File: src/rtl/i_mem_refill_arb.sv
// Refill arbiter: grants demand misses and next-line prefetches onto the single
// i_mem port, one outstanding line at a time, with demand-into-prefetch merging.
module i_mem_refill_arb #(
   parameter int unsigned STARVE_LIMIT   = 8,
   parameter int unsigned TIMEOUT_CYCLES = 64
) (
   input  logic          clk,
   input  logic          rst,
   input  logic          dmd_req_valid,
   input  logic [31:0]   dmd_req_addr,
   output logic          dmd_req_ready,
   input  logic          pf_req_valid,
   input  logic [31:0]   pf_req_addr,
   output logic          pf_req_ready,
   output logic          mem_req_valid,
   output logic [31:0]   mem_req_addr,
   input  logic          mem_req_ready,
   input  logic          mem_rsp_valid,
   input  logic [31:0]   mem_rsp_addr,
   input  logic [127:0]  mem_rsp_data,
   output logic          dmd_rsp_valid,
   output logic [31:0]   dmd_rsp_addr,
   output logic [127:0]  dmd_rsp_data,
   output logic          pf_rsp_valid,
   output logic [31:0]   pf_rsp_addr,
   output logic [127:0]  pf_rsp_data,
   output logic          busy,
   output logic          timeout_err
);

   typedef enum logic [1:0] {IDLE, ISSUE, WAIT, RESP} state_e;
   typedef enum logic {OWN_DMD, OWN_PF} owner_e;

   localparam int SW = $clog2(STARVE_LIMIT + 1);
   localparam int TW = (TIMEOUT_CYCLES > 2) ? $clog2(TIMEOUT_CYCLES) : 1;
   localparam logic [SW-1:0] STARVE_MAX  = SW'(STARVE_LIMIT);
   localparam logic [TW-1:0] TIMEOUT_MAX = TW'(TIMEOUT_CYCLES - 1);

   state_e         state_q, state_d;
   owner_e         owner_q, owner_d;
   logic           merge_q, merge_d;
   logic [31:0]    addr_q, addr_d;
   logic [SW-1:0]  starve_cnt_q, starve_cnt_d;
   logic [TW-1:0]  timeout_cnt_q, timeout_cnt_d;
   logic           timeout_err_q, timeout_err_d;
   logic           dmd_rsp_valid_q, dmd_rsp_valid_d;
   logic [31:0]    dmd_rsp_addr_q, dmd_rsp_addr_d;
   logic [127:0]   dmd_rsp_data_q, dmd_rsp_data_d;
   logic           pf_rsp_valid_q, pf_rsp_valid_d;
   logic [31:0]    pf_rsp_addr_q, pf_rsp_addr_d;
   logic [127:0]   pf_rsp_data_q, pf_rsp_data_d;

   logic pf_grant;
   logic merge_now;
   logic rsp_hit;
   logic unused_low_bits;

   // Only line-address bits take part in matching; byte offsets are dropped.
   assign unused_low_bits = ^{dmd_req_addr[3:0], pf_req_addr[3:0], mem_rsp_addr[3:0]};

   assign rsp_hit   = mem_rsp_valid && (mem_rsp_addr[31:4] == addr_q[31:4]);
   assign pf_grant  = pf_req_valid && ((starve_cnt_q == STARVE_MAX) || !dmd_req_valid);
   assign merge_now = ((state_q == ISSUE) || (state_q == WAIT)) && (owner_q == OWN_PF) &&
                      !merge_q && dmd_req_valid && (dmd_req_addr[31:4] == addr_q[31:4]);

   always_comb begin
      state_d         = state_q;
      owner_d         = owner_q;
      merge_d         = merge_q;
      addr_d          = addr_q;
      starve_cnt_d    = starve_cnt_q;
      timeout_cnt_d   = timeout_cnt_q;
      timeout_err_d   = timeout_err_q;
      dmd_rsp_valid_d = 1'b0;
      dmd_rsp_addr_d  = dmd_rsp_addr_q;
      dmd_rsp_data_d  = dmd_rsp_data_q;
      pf_rsp_valid_d  = 1'b0;
      pf_rsp_addr_d   = pf_rsp_addr_q;
      pf_rsp_data_d   = pf_rsp_data_q;
      dmd_req_ready   = 1'b0;
      pf_req_ready    = 1'b0;
      mem_req_valid   = 1'b0;

      if (merge_now) begin
         dmd_req_ready = 1'b1;
         merge_d       = 1'b1;
      end

      case (state_q)
         IDLE: begin
            if (pf_grant) begin
               pf_req_ready = 1'b1;
               addr_d       = {pf_req_addr[31:4], 4'b0};
               owner_d      = OWN_PF;
               starve_cnt_d = '0;
               state_d      = ISSUE;
            end else begin
               if (pf_req_valid && (starve_cnt_q != STARVE_MAX))
                  starve_cnt_d = starve_cnt_q + SW'(1);
               if (dmd_req_valid) begin
                  dmd_req_ready = 1'b1;
                  addr_d        = {dmd_req_addr[31:4], 4'b0};
                  owner_d       = OWN_DMD;
                  state_d       = ISSUE;
               end
            end
         end
         ISSUE: begin
            mem_req_valid = 1'b1;
            if (mem_req_ready) begin
               timeout_cnt_d = '0;
               state_d       = WAIT;
            end
         end
         WAIT: begin
            // A match in the final timeout cycle takes priority over the reissue.
            if (rsp_hit) begin
               state_d = RESP;
               if (owner_q == OWN_PF) begin
                  pf_rsp_valid_d = 1'b1;
                  pf_rsp_addr_d  = addr_q;
                  pf_rsp_data_d  = mem_rsp_data;
               end
               if ((owner_q == OWN_DMD) || merge_q || merge_now) begin
                  dmd_rsp_valid_d = 1'b1;
                  dmd_rsp_addr_d  = addr_q;
                  dmd_rsp_data_d  = mem_rsp_data;
               end
            end else if (timeout_cnt_q == TIMEOUT_MAX) begin
               timeout_err_d = 1'b1;
               state_d       = ISSUE;
            end else begin
               timeout_cnt_d = timeout_cnt_q + TW'(1);
            end
         end
         RESP: begin
            merge_d = 1'b0;
            owner_d = OWN_DMD;
            state_d = IDLE;
         end
         default: state_d = IDLE;
      endcase
   end

   // NOTE: state is updated only with non-blocking assignments so every flop
   // samples the values settled by the combinational block in the same cycle.
   always_ff @(posedge clk) begin
      if (!rst) begin
         state_q         <= IDLE;
         owner_q         <= OWN_DMD;
         merge_q         <= 1'b0;
         addr_q          <= '0;
         starve_cnt_q    <= '0;
         timeout_cnt_q   <= '0;
         timeout_err_q   <= 1'b0;
         dmd_rsp_valid_q <= 1'b0;
         dmd_rsp_addr_q  <= '0;
         dmd_rsp_data_q  <= '0;
         pf_rsp_valid_q  <= 1'b0;
         pf_rsp_addr_q   <= '0;
         pf_rsp_data_q   <= '0;
      end else begin
         state_q         <= state_d;
         owner_q         <= owner_d;
         merge_q         <= merge_d;
         addr_q          <= addr_d;
         starve_cnt_q    <= starve_cnt_d;
         timeout_cnt_q   <= timeout_cnt_d;
         timeout_err_q   <= timeout_err_d;
         dmd_rsp_valid_q <= dmd_rsp_valid_d;
         dmd_rsp_addr_q  <= dmd_rsp_addr_d;
         dmd_rsp_data_q  <= dmd_rsp_data_d;
         pf_rsp_valid_q  <= pf_rsp_valid_d;
         pf_rsp_addr_q   <= pf_rsp_addr_d;
         pf_rsp_data_q   <= pf_rsp_data_d;
      end
   end

   assign mem_req_addr  = addr_q;
   assign dmd_rsp_valid = dmd_rsp_valid_q;
   assign dmd_rsp_addr  = dmd_rsp_addr_q;
   assign dmd_rsp_data  = dmd_rsp_data_q;
   assign pf_rsp_valid  = pf_rsp_valid_q;
   assign pf_rsp_addr   = pf_rsp_addr_q;
   assign pf_rsp_data   = pf_rsp_data_q;
   assign busy          = (state_q != IDLE);
   assign timeout_err   = timeout_err_q;

endmodule

File: config.mk
export PLATFORM = sky130hd
export DESIGN_NAME = i_mem_refill_arb
export DESIGN_NICKNAME = d
export VERILOG_FILES = /design/src/rtl/i_mem_refill_arb.sv
export SDC_FILE = /design/constraint.sdc
export NUM_CORES = 1
export LEC_CHECK = 0
export BUFFER_PORTS_ARGS = -buffer_cell sky130_fd_sc_hd__buf_2
export CORE_AREA = 5 5 224 226
export CTS_CLUSTER_DIAMETER = 80
export DETAILED_ROUTE_END_ITERATION = 10
export DIE_AREA = 0 0 229 231
export SLEW_MARGIN = 25
export SYNTH_ARGS = -nofsm -noshare
export SYNTH_HDL_FRONTEND = slang
export SYNTH_SLANG_ARGS = --single-unit
File: constraint.sdc
create_clock -name clk -period 2.2 [get_ports clk]
set_clock_uncertainty 0.05 [all_clocks]
set_input_delay 0.11 -clock clk [delete_from_list [all_inputs] [get_ports clk]]
set_output_delay 0.11 -clock clk [all_outputs]
set_load 0.01 [all_outputs]
==> results of run 1 <==
[power by group]
group / switching, mW / internal [mW] / total [mW]
clock: 2.87 / 4.44 / 7.31
sequential: 0.227 / 6.70 / 6.93
combinational: 2.69 / 1.99 / 4.69
[through the flow]
step	utilization, %	setup slack [ns]	area (um2)
2_1_floorplan	-	-0.05134	14790
3_3_place_gp	39.07	-0.4250	18810
3_5_place_dp	39.07	-0.4712	18810
4_1_cts	47.55	-0.2379	22890
5_1_grt	50.04	-0.3621	24090
6_report	50.05	-0.2929	24090
[cells by family after synthesis]
family,Yosys count,synth area share [%]
compound gates,676,23.78
xor+xnor,54,3.227
fa+ha+maj,8,0.6830
buf+inv,212,6.445
flops,357,48.76
mux,33,2.254
other cells,1,0.02559
simple gates,434,14.83
[registers in the layout, summed over array words and instances, names as in the netlist]
name	flops
pf_rsp_data	128
merge_q	1
timeout_err	1
starve_cnt_q	4
pf_rsp_valid	1
mem_req_addr	28
timeout_cnt_q	6
dmd_rsp_addr	28
dmd_rsp_data	128
owner_q	1
state_q	2
pf_rsp_addr	28
dmd_rsp_valid	1
[cell usage after synthesis (all sizes together) (3+ instances only)]
| master | n |
|---|---|
| dfxtp | 357 |
| a21oi | 320 |
| o21ai | 317 |
| nand3 | 316 |
| clkbuf | 102 |
| buf | 99 |
| xor2 | 50 |
| nor2 | 46 |
| mux2i | 33 |
| a211oi | 28 |
| nand2 | 19 |
| nor4 | 15 |
| inv | 11 |
| nor3 | 9 |
| ha | 8 |
| nand4 | 6 |
| nor2b | 6 |
| nand2b | 4 |
| xnor2 | 4 |
| and3 | 3 |
[worst max path at each step]
stage | startpoint | to | slack (ns) | cells after the start
floorplan | state_q[0] | dmd_rsp_data[60] | -0.05 | 10
global placement | mem_req_addr[31] | dmd_rsp_data[63] | -0.43 | 9
detailed placement | mem_req_addr[31] | dmd_rsp_data[61] | -0.47 | 9
CTS | mem_req_addr[22] | pf_rsp_data[40] | -0.24 | 10
global route | mem_req_addr[31] | dmd_rsp_data[66] | -0.36 | 11
finish | mem_req_addr[31] | dmd_rsp_data[57] | -0.29 | 11
[critical path: cells and delay by family (launching register included)]
family,cells,cell delay [ns]
DFF,1,0.35
xor gates and xnor gates,1,0.19
AOI/OAI and AO/OA,3,0.55
and+or+nand+nor,2,0.49
buffers and inverters,5,0.73
[layer usage]
metal	part of all wire, %	routed length (um)	track usage (%)	vias to the layer above
li1	-	-	-	7953
met1	39	26260	27.48	8246
met2	48	32550	38.36	854
met3	7.8	5236	5.989	223
met4	4.9	3296	10.32	0
met5	0	0	0	-
[cell type report]
class / count / share of cell area (%)
Timing Repair Buffer: 935 / 30.09
Clock buffer: 63 / 5.401
Clock inverter: 13 / 0.6491
Multi-Input combinational cell: 1217 / 30.62
Inverter: 11 / 0.2129
Sequential cell: 357 / 29.79
Antenna cell: 1 / 0.01039
Tap cell: 622 / 3.230
[repair_timing]
action                                 CTS  global route
pin swaps                               19            92
resized for setup                       93           209
cloned                                  12            21
setup endpoints to repair              324           324
hold buffers                           187             0
buffers inserted                        14             4
endpoints found under the hold margin  296             0
==> out/qor.tcl, run 1 <==
set qor(postSynthCellCount) 1775
set qor(crit_arrival_ns) 2.87
set qor(clkLatencyLatePin_ns) 0.56
set qor(synth-seq-cells) 357
set qor(layout_min_cycle_time_ns) 2.493
set qor(hold-path-cell-count) 5
set qor(mappedNetlistArea_mm2) 0.01466
set qor(vdd_ir_drop_max_mv) 0.5499
set qor(via_count) 17280
set qor(htree_num_levels) 2
set qor(fin_tns_setup_ns) -55.22
set qor(ctsRootBufferMaster) {sky130_fd_sc_hd__clkbuf_16}
set qor(synth_sequential_area_ratio_pct) 48.76
set qor(reg2reg_setup_slack_ns) -0.29
set qor(leading_cell_types_in_the_layout_fill_and_taps_excluded) {563 x sky130_fd_sc_hd__buf_2, 337 x sky130_fd_sc_hd__dfxtp_1, 288 x sky130_fd_sc_hd__nand3_1}
set qor(critPathMaxStageDelay_ns) 0.35
set qor(avgSynthCellArea_um2) 8.257
set qor(fin_crit_sh_pct) 113.3
set qor(fp.dieArea_mm2) 0.05290
set qor(dieHeight_um) 231
set qor(detailedRoute.firstIterationViolations) 1443
set qor(routability_congestion_estimate_from_global_placement) 0.9020
set qor(totalPowerFinal_mw) 18.93
set qor(cts.clk_slew.worst_paths_ns) 0.06
set qor(floorplan_core_area_mm2) 0.04814
set qor(placed_instances) 2905
set qor(mostFrequentLayoutCell) {sky130_fd_sc_hd__buf_2}
set qor(number_of_antenna_violations_at_the_first_check_in_global_routing) 0
set qor(min_delay_worst_endpoint) {starve_cnt_q[3]}
set qor(cp_max_fo) 8
set qor(critPathSlowestCell) {sky130_fd_sc_hd__dfxtp_4}
set qor(power_density_mw_per_mm2) 785.6
set qor(gr-total-overflow) 0
set qor(post_synth_num_cell_types) 44
set qor(timing.final.setup_violations) 315
set qor(wirelength_per_cell_um) 20.92
set qor(relSlewSlack_pct) 35.57
set qor(synth_enable_flop_cells) 0
set qor(crit-reg2reg-capture) {dmd_rsp_data[57]}
set qor(detail-route-antenna-nets) 0
set qor(final_cell_count_no_fill) 3219
set qor(initial_core_util_pct) 30.45
set qor(final_net_count) 2802
set qor(cts.path.max_buffers) 3
set qor(violations) {setup timing}
set qor(post-route-worst-setup-slack_ns) -0.2929
set qor(gr-usage-all-layers_pct) 22.81
set qor(critPathCaptureType) {flip-flop}
set qor(hold_violations) 0
set qor(multi_input_comb_area_mm2) 0.007377
set qor(hold_class) {input port to flip-flop}
set qor(first_global_vias) 16770
set qor(run_status) {finished with violations}
set qor(dp.final_hpwl_um) 41440
set qor(criticalPathCategory) {flip-flop to flip-flop}
set qor(timing.fmax_mhz) 401.1
set qor(critical_path.cell_chain) {buf_6 -> xor2_4 -> nor4_4 -> nand4_1 -> buf_4 -> buf_6 -> o21a_4 -> buf_12 -> buf_16 -> o21ai_1 -> a21oi_2}
set qor(layout-drive-gt1-share_pct) 38.02
set qor(cts_made_buffers) 42
set qor(netlist_top_cells_area) {sky130_fd_sc_hd__dfxtp_1 49%, sky130_fd_sc_hd__a21oi_1 11%, sky130_fd_sc_hd__nand3_1 11%}
set qor(crit_required_ns) 2.58
set qor(timing_max_transition_violations_final) 0
set qor(critical-path-top-cell-by-count) {sky130_fd_sc_hd__buf_6}
set qor(depth_of_the_worst_register_to_register_path) 11
set qor(die_width_um) 229
set qor(ioPinCount) 589
set qor(cts_tree) {done}
set qor(synth_top_area_share_pct) 48.76
set qor(placement.io_buffers) 564
set qor(rows) 81
set qor(number_of_clock_sinks) 357
set qor(worst_r2r_startpoint) {mem_req_addr[31]}
set qor(pin_count_of_the_biggest_net_entering_global_routing) 158
set qor(route.detailed.drc) 0
set qor(synthFlopType) {sky130_fd_sc_hd__dfxtp_1}
set qor(synth_warnings) 0
set qor(syn_to_final_growth_pct) 64.38
set qor(worst_hold_startpoint) {dmd_req_valid}
set qor(rsz0062_at_grt) {true}
set qor(maxCapViolations) 0
set qor(first_pass_grt_wire_length_um) 97880
set qor(synth_async_sr_flop_share_pct) 0
set qor(static-leakage-power_nw) 9.972
set qor(drt_pass1_iterations) 5
set qor(final.hold.worst_slack_ns) 0.09382
set qor(wl_um) 67340
set qor(drt-vias-per-instance) 5.367
set qor(layout.area.seq_mm2) 0.007177
set qor(fill_cells) 4417
set qor(worst_margin_pin_slew_ns) 0.9665
set qor(start_kind) {flip-flop}
set qor(yosysTopAreaCell) {sky130_fd_sc_hd__dfxtp_1}
(Power assumes the default switching activity.)
==> run 2: changes to the inputs <==
- CORE_AREA: 5 5 224 226 -> unset
- CORE_ASPECT_RATIO: unset -> 1.5
- CORE_MARGIN: unset -> 5
- CORE_UTILIZATION: unset -> 28
- DIE_AREA: 0 0 229 231 -> unset
==> out/qor.tcl, run 2 (synthesized netlist as in run 1, its figures left out) <==
set qor(timing_max_transition_violations_final) 0 ;# unchanged
set qor(detail-route-antenna-nets) 0 ;# unchanged
set qor(cts.path.max_buffers) 3 ;# unchanged
set qor(vdd_ir_drop_max_mv) 0.5695 ;# was 0.5499 mV
set qor(fp.dieArea_mm2) 0.05711 ;# was 0.05290 mm2
set qor(dp.final_hpwl_um) 44540 ;# was 41440 um
set qor(route.detailed.drc) 0 ;# unchanged
set qor(timing.final.setup_violations) 316 ;# was 315
set qor(placement.io_buffers) 564 ;# unchanged
set qor(initial_core_util_pct) 28.36 ;# was 30.45%
set qor(worst_margin_pin_slew_ns) 0.8901 ;# was 0.9665 ns
set qor(first_pass_grt_wire_length_um) 98090 ;# was 97880 um
set qor(cp_max_fo) 108 ;# was 8
set qor(criticalPathCategory) {flip-flop to flip-flop} ;# unchanged
set qor(post-route-worst-setup-slack_ns) -0.3697 ;# was -0.2929 ns
set qor(crit_required_ns) 2.54 ;# was 2.58 ns
set qor(placed_instances) 2954 ;# was 2905
set qor(hold_violations) 0 ;# unchanged
set qor(final_cell_count_no_fill) 3235 ;# was 3219
set qor(relSlewSlack_pct) 40.66 ;# was 35.57%
set qor(power_density_mw_per_mm2) 769.9 ;# was 785.6 mW/mm2
set qor(first_global_vias) 16840 ;# was 16770
set qor(fin_crit_sh_pct) 116.8 ;# was 113.3%
set qor(hold_class) {input port to flip-flop} ;# unchanged
set qor(detailroute.wirelength.met3_um) 5369 ;# was 5236 um
set qor(m1WireLength_um) 23430 ;# was 26260 um
set qor(critPathCaptureType) {flip-flop} ;# unchanged
set qor(static-leakage-power_nw) 9.519 ;# was 9.972 nW
set qor(timing.fmax_mhz) 389.2 ;# was 401.1 MHz
set qor(htree_num_levels) 2 ;# unchanged
set qor(ctsRootBufferMaster) {sky130_fd_sc_hd__clkbuf_16} ;# unchanged
set qor(rows) 102 ;# was 81
set qor(maxCapViolations) 0 ;# unchanged
set qor(violations) {setup timing} ;# unchanged
set qor(gr-total-overflow) 0 ;# unchanged
set qor(detailroute.wirelength.met2_um) 33640 ;# was 32550 um
set qor(final_net_count) 2768 ;# was 2802
set qor(layout_min_cycle_time_ns) 2.570 ;# was 2.493 ns
set qor(routability_congestion_estimate_from_global_placement) 0.9003 ;# was 0.9020
set qor(pin_count_of_the_biggest_net_entering_global_routing) 158 ;# unchanged
set qor(critPathSlowestCell) {sky130_fd_sc_hd__or4_4} ;# was sky130_fd_sc_hd__dfxtp_4
set qor(start_kind) {flip-flop} ;# unchanged
set qor(routed.top_layer) {met4} ;# unchanged
set qor(floorplan_core_area_mm2) 0.05169 ;# was 0.04814 mm2
set qor(die_width_um) 196.8 ;# was 229 um
set qor(run_status) {finished with violations} ;# unchanged
set qor(mostFrequentLayoutCell) {sky130_fd_sc_hd__buf_2} ;# unchanged
set qor(leading_cell_types_in_the_layout_fill_and_taps_excluded) {563 x sky130_fd_sc_hd__buf_2, 338 x sky130_fd_sc_hd__dfxtp_1, 287 x sky130_fd_sc_hd__nand3_1} ;# was 563 x sky130_fd_sc_hd__buf_2, 337 x sky130_fd_sc_hd__dfxtp_1, 288 x sky130_fd_sc_hd__nand3_1
set qor(layout-drive-gt1-share_pct) 34.96 ;# was 38.02%
set qor(detailedRoute.firstIterationViolations) 1135 ;# was 1443
set qor(cts.clk_slew.worst_paths_ns) 0.07 ;# was 0.06 ns
set qor(totalPowerFinal_mw) 17.76 ;# was 18.93 mW
set qor(rsz0062_at_grt) {true} ;# unchanged
set qor(wirelength_per_cell_um) 20.69 ;# was 20.92 um
set qor(gr-usage-all-layers_pct) 21.28 ;# was 22.81%
set qor(drt-vias-per-instance) 5.262 ;# was 5.367
set qor(wl_um) 66920 ;# was 67340 um
set qor(number_of_antenna_violations_at_the_first_check_in_global_routing) 2 ;# was 0
set qor(critPathMaxStageDelay_ns) 0.59 ;# was 0.35 ns
set qor(clkLatencyLatePin_ns) 0.53 ;# was 0.56 ns
set qor(cts_made_buffers) 38 ;# was 42
set qor(ioPinCount) 589 ;# unchanged
set qor(drt_pass1_iterations) 6 ;# was 5
set qor(syn_to_final_growth_pct) 57.36 ;# was 64.38%
set qor(critical_path.cell_chain) {xor2_1 -> nor4_2 -> nand2_1 -> or4_4 -> buf_12 -> o21ai_0 -> a21oi_1} ;# was buf_6 -> xor2_4 -> nor4_4 -> nand4_1 -> buf_4 -> buf_6 -> o21a_4 -> buf_12 -> buf_16 -> o21ai_1 -> a21oi_2
set qor(cts_tree) {done} ;# unchanged
set qor(dieHeight_um) 290.2 ;# was 231 um
set qor(fill_cells) 4993 ;# was 4417
set qor(via_count) 17020 ;# was 17280
set qor(crit_arrival_ns) 2.91 ;# was 2.87 ns
set qor(number_of_clock_sinks) 357 ;# unchanged
set qor(reg2reg_setup_slack_ns) -0.37 ;# was -0.29 ns
run 2: per-stage QoR:
| step | hold slack, ns | setup slack (ns) | cell area [um2] | setup TNS (ns) | util, % |
|---|---|---|---|---|---|
| 6_report | 0.09601 | -0.3697 | 23060 | -64.63 | 44.62 |
| 5_1_grt | 0.1290 | -0.4722 | 23060 | -121.73 | 44.62 |
| 4_1_cts | 0.06191 | -0.2559 | 22420 | -57.86 | 43.38 |
| 3_5_place_dp | 0.3335 | -0.3913 | 18860 | -84.29 | 36.49 |
| 3_3_place_gp | 0.3281 | -0.3883 | 18860 | -79.74 | 36.49 |
| 2_1_floorplan | 0.2119 | -0.05134 | 14790 | -1.026 | - |
run 2: area by class of cell:
class                           instances  area [um2]  area share, %
Sequential cell                       357        7176          31.11
Multi-Input combinational cell       1217        7032          30.49
Timing Repair Buffer                  905        6651          28.84
Clock buffer                           52        1156          5.013
Tap cell                              676       845.8          3.667
Clock inverter                         15       146.4         0.6347
Inverter                               11       51.30         0.2224
Antenna cell                            2       5.005        0.02170
run 2: metal layers:
metal	vias to the layer above	global-route usage (%)
met1	7955	23.48
li1	7867	-
met3	229	3.850
met2	970	37.67
met4	0	12.64
met5	-	0
run 2: repair_timing:
item	CTS	global route
setup buffers	5	5
resized for setup	45	114
endpoints found under the hold margin	296	0
endpoints found under the setup margin	320	326
hold buffers	187	0
gates cloned	6	12
pin swaps	3	110
run 2: worst paths after layout:
check,startpoint,to,depth (start not counted)
min,dmd_req_valid,starve_cnt_q[3],5
max,mem_req_addr[7],pf_rsp_data[86],7
max reg2reg,mem_req_addr[7],pf_rsp_data[86],7
min reg2reg,dmd_rsp_data[101],dmd_rsp_data[101],2
run 2: report_power, final:
group          switching [mW]  leakage [nW]  internal [mW]
registers               0.240          2.89           6.70
logic                    2.50          5.99           1.64
clock network            2.75         0.644           3.93
run 2: critical path: cells and delay by family, from the launching register on:
kind	cells	cell delay [ns]
xor+xnor	1	0.18
simple gates	3	1.02
flops	1	0.37
compound gates	2	0.41
buf+inv	1	0.20
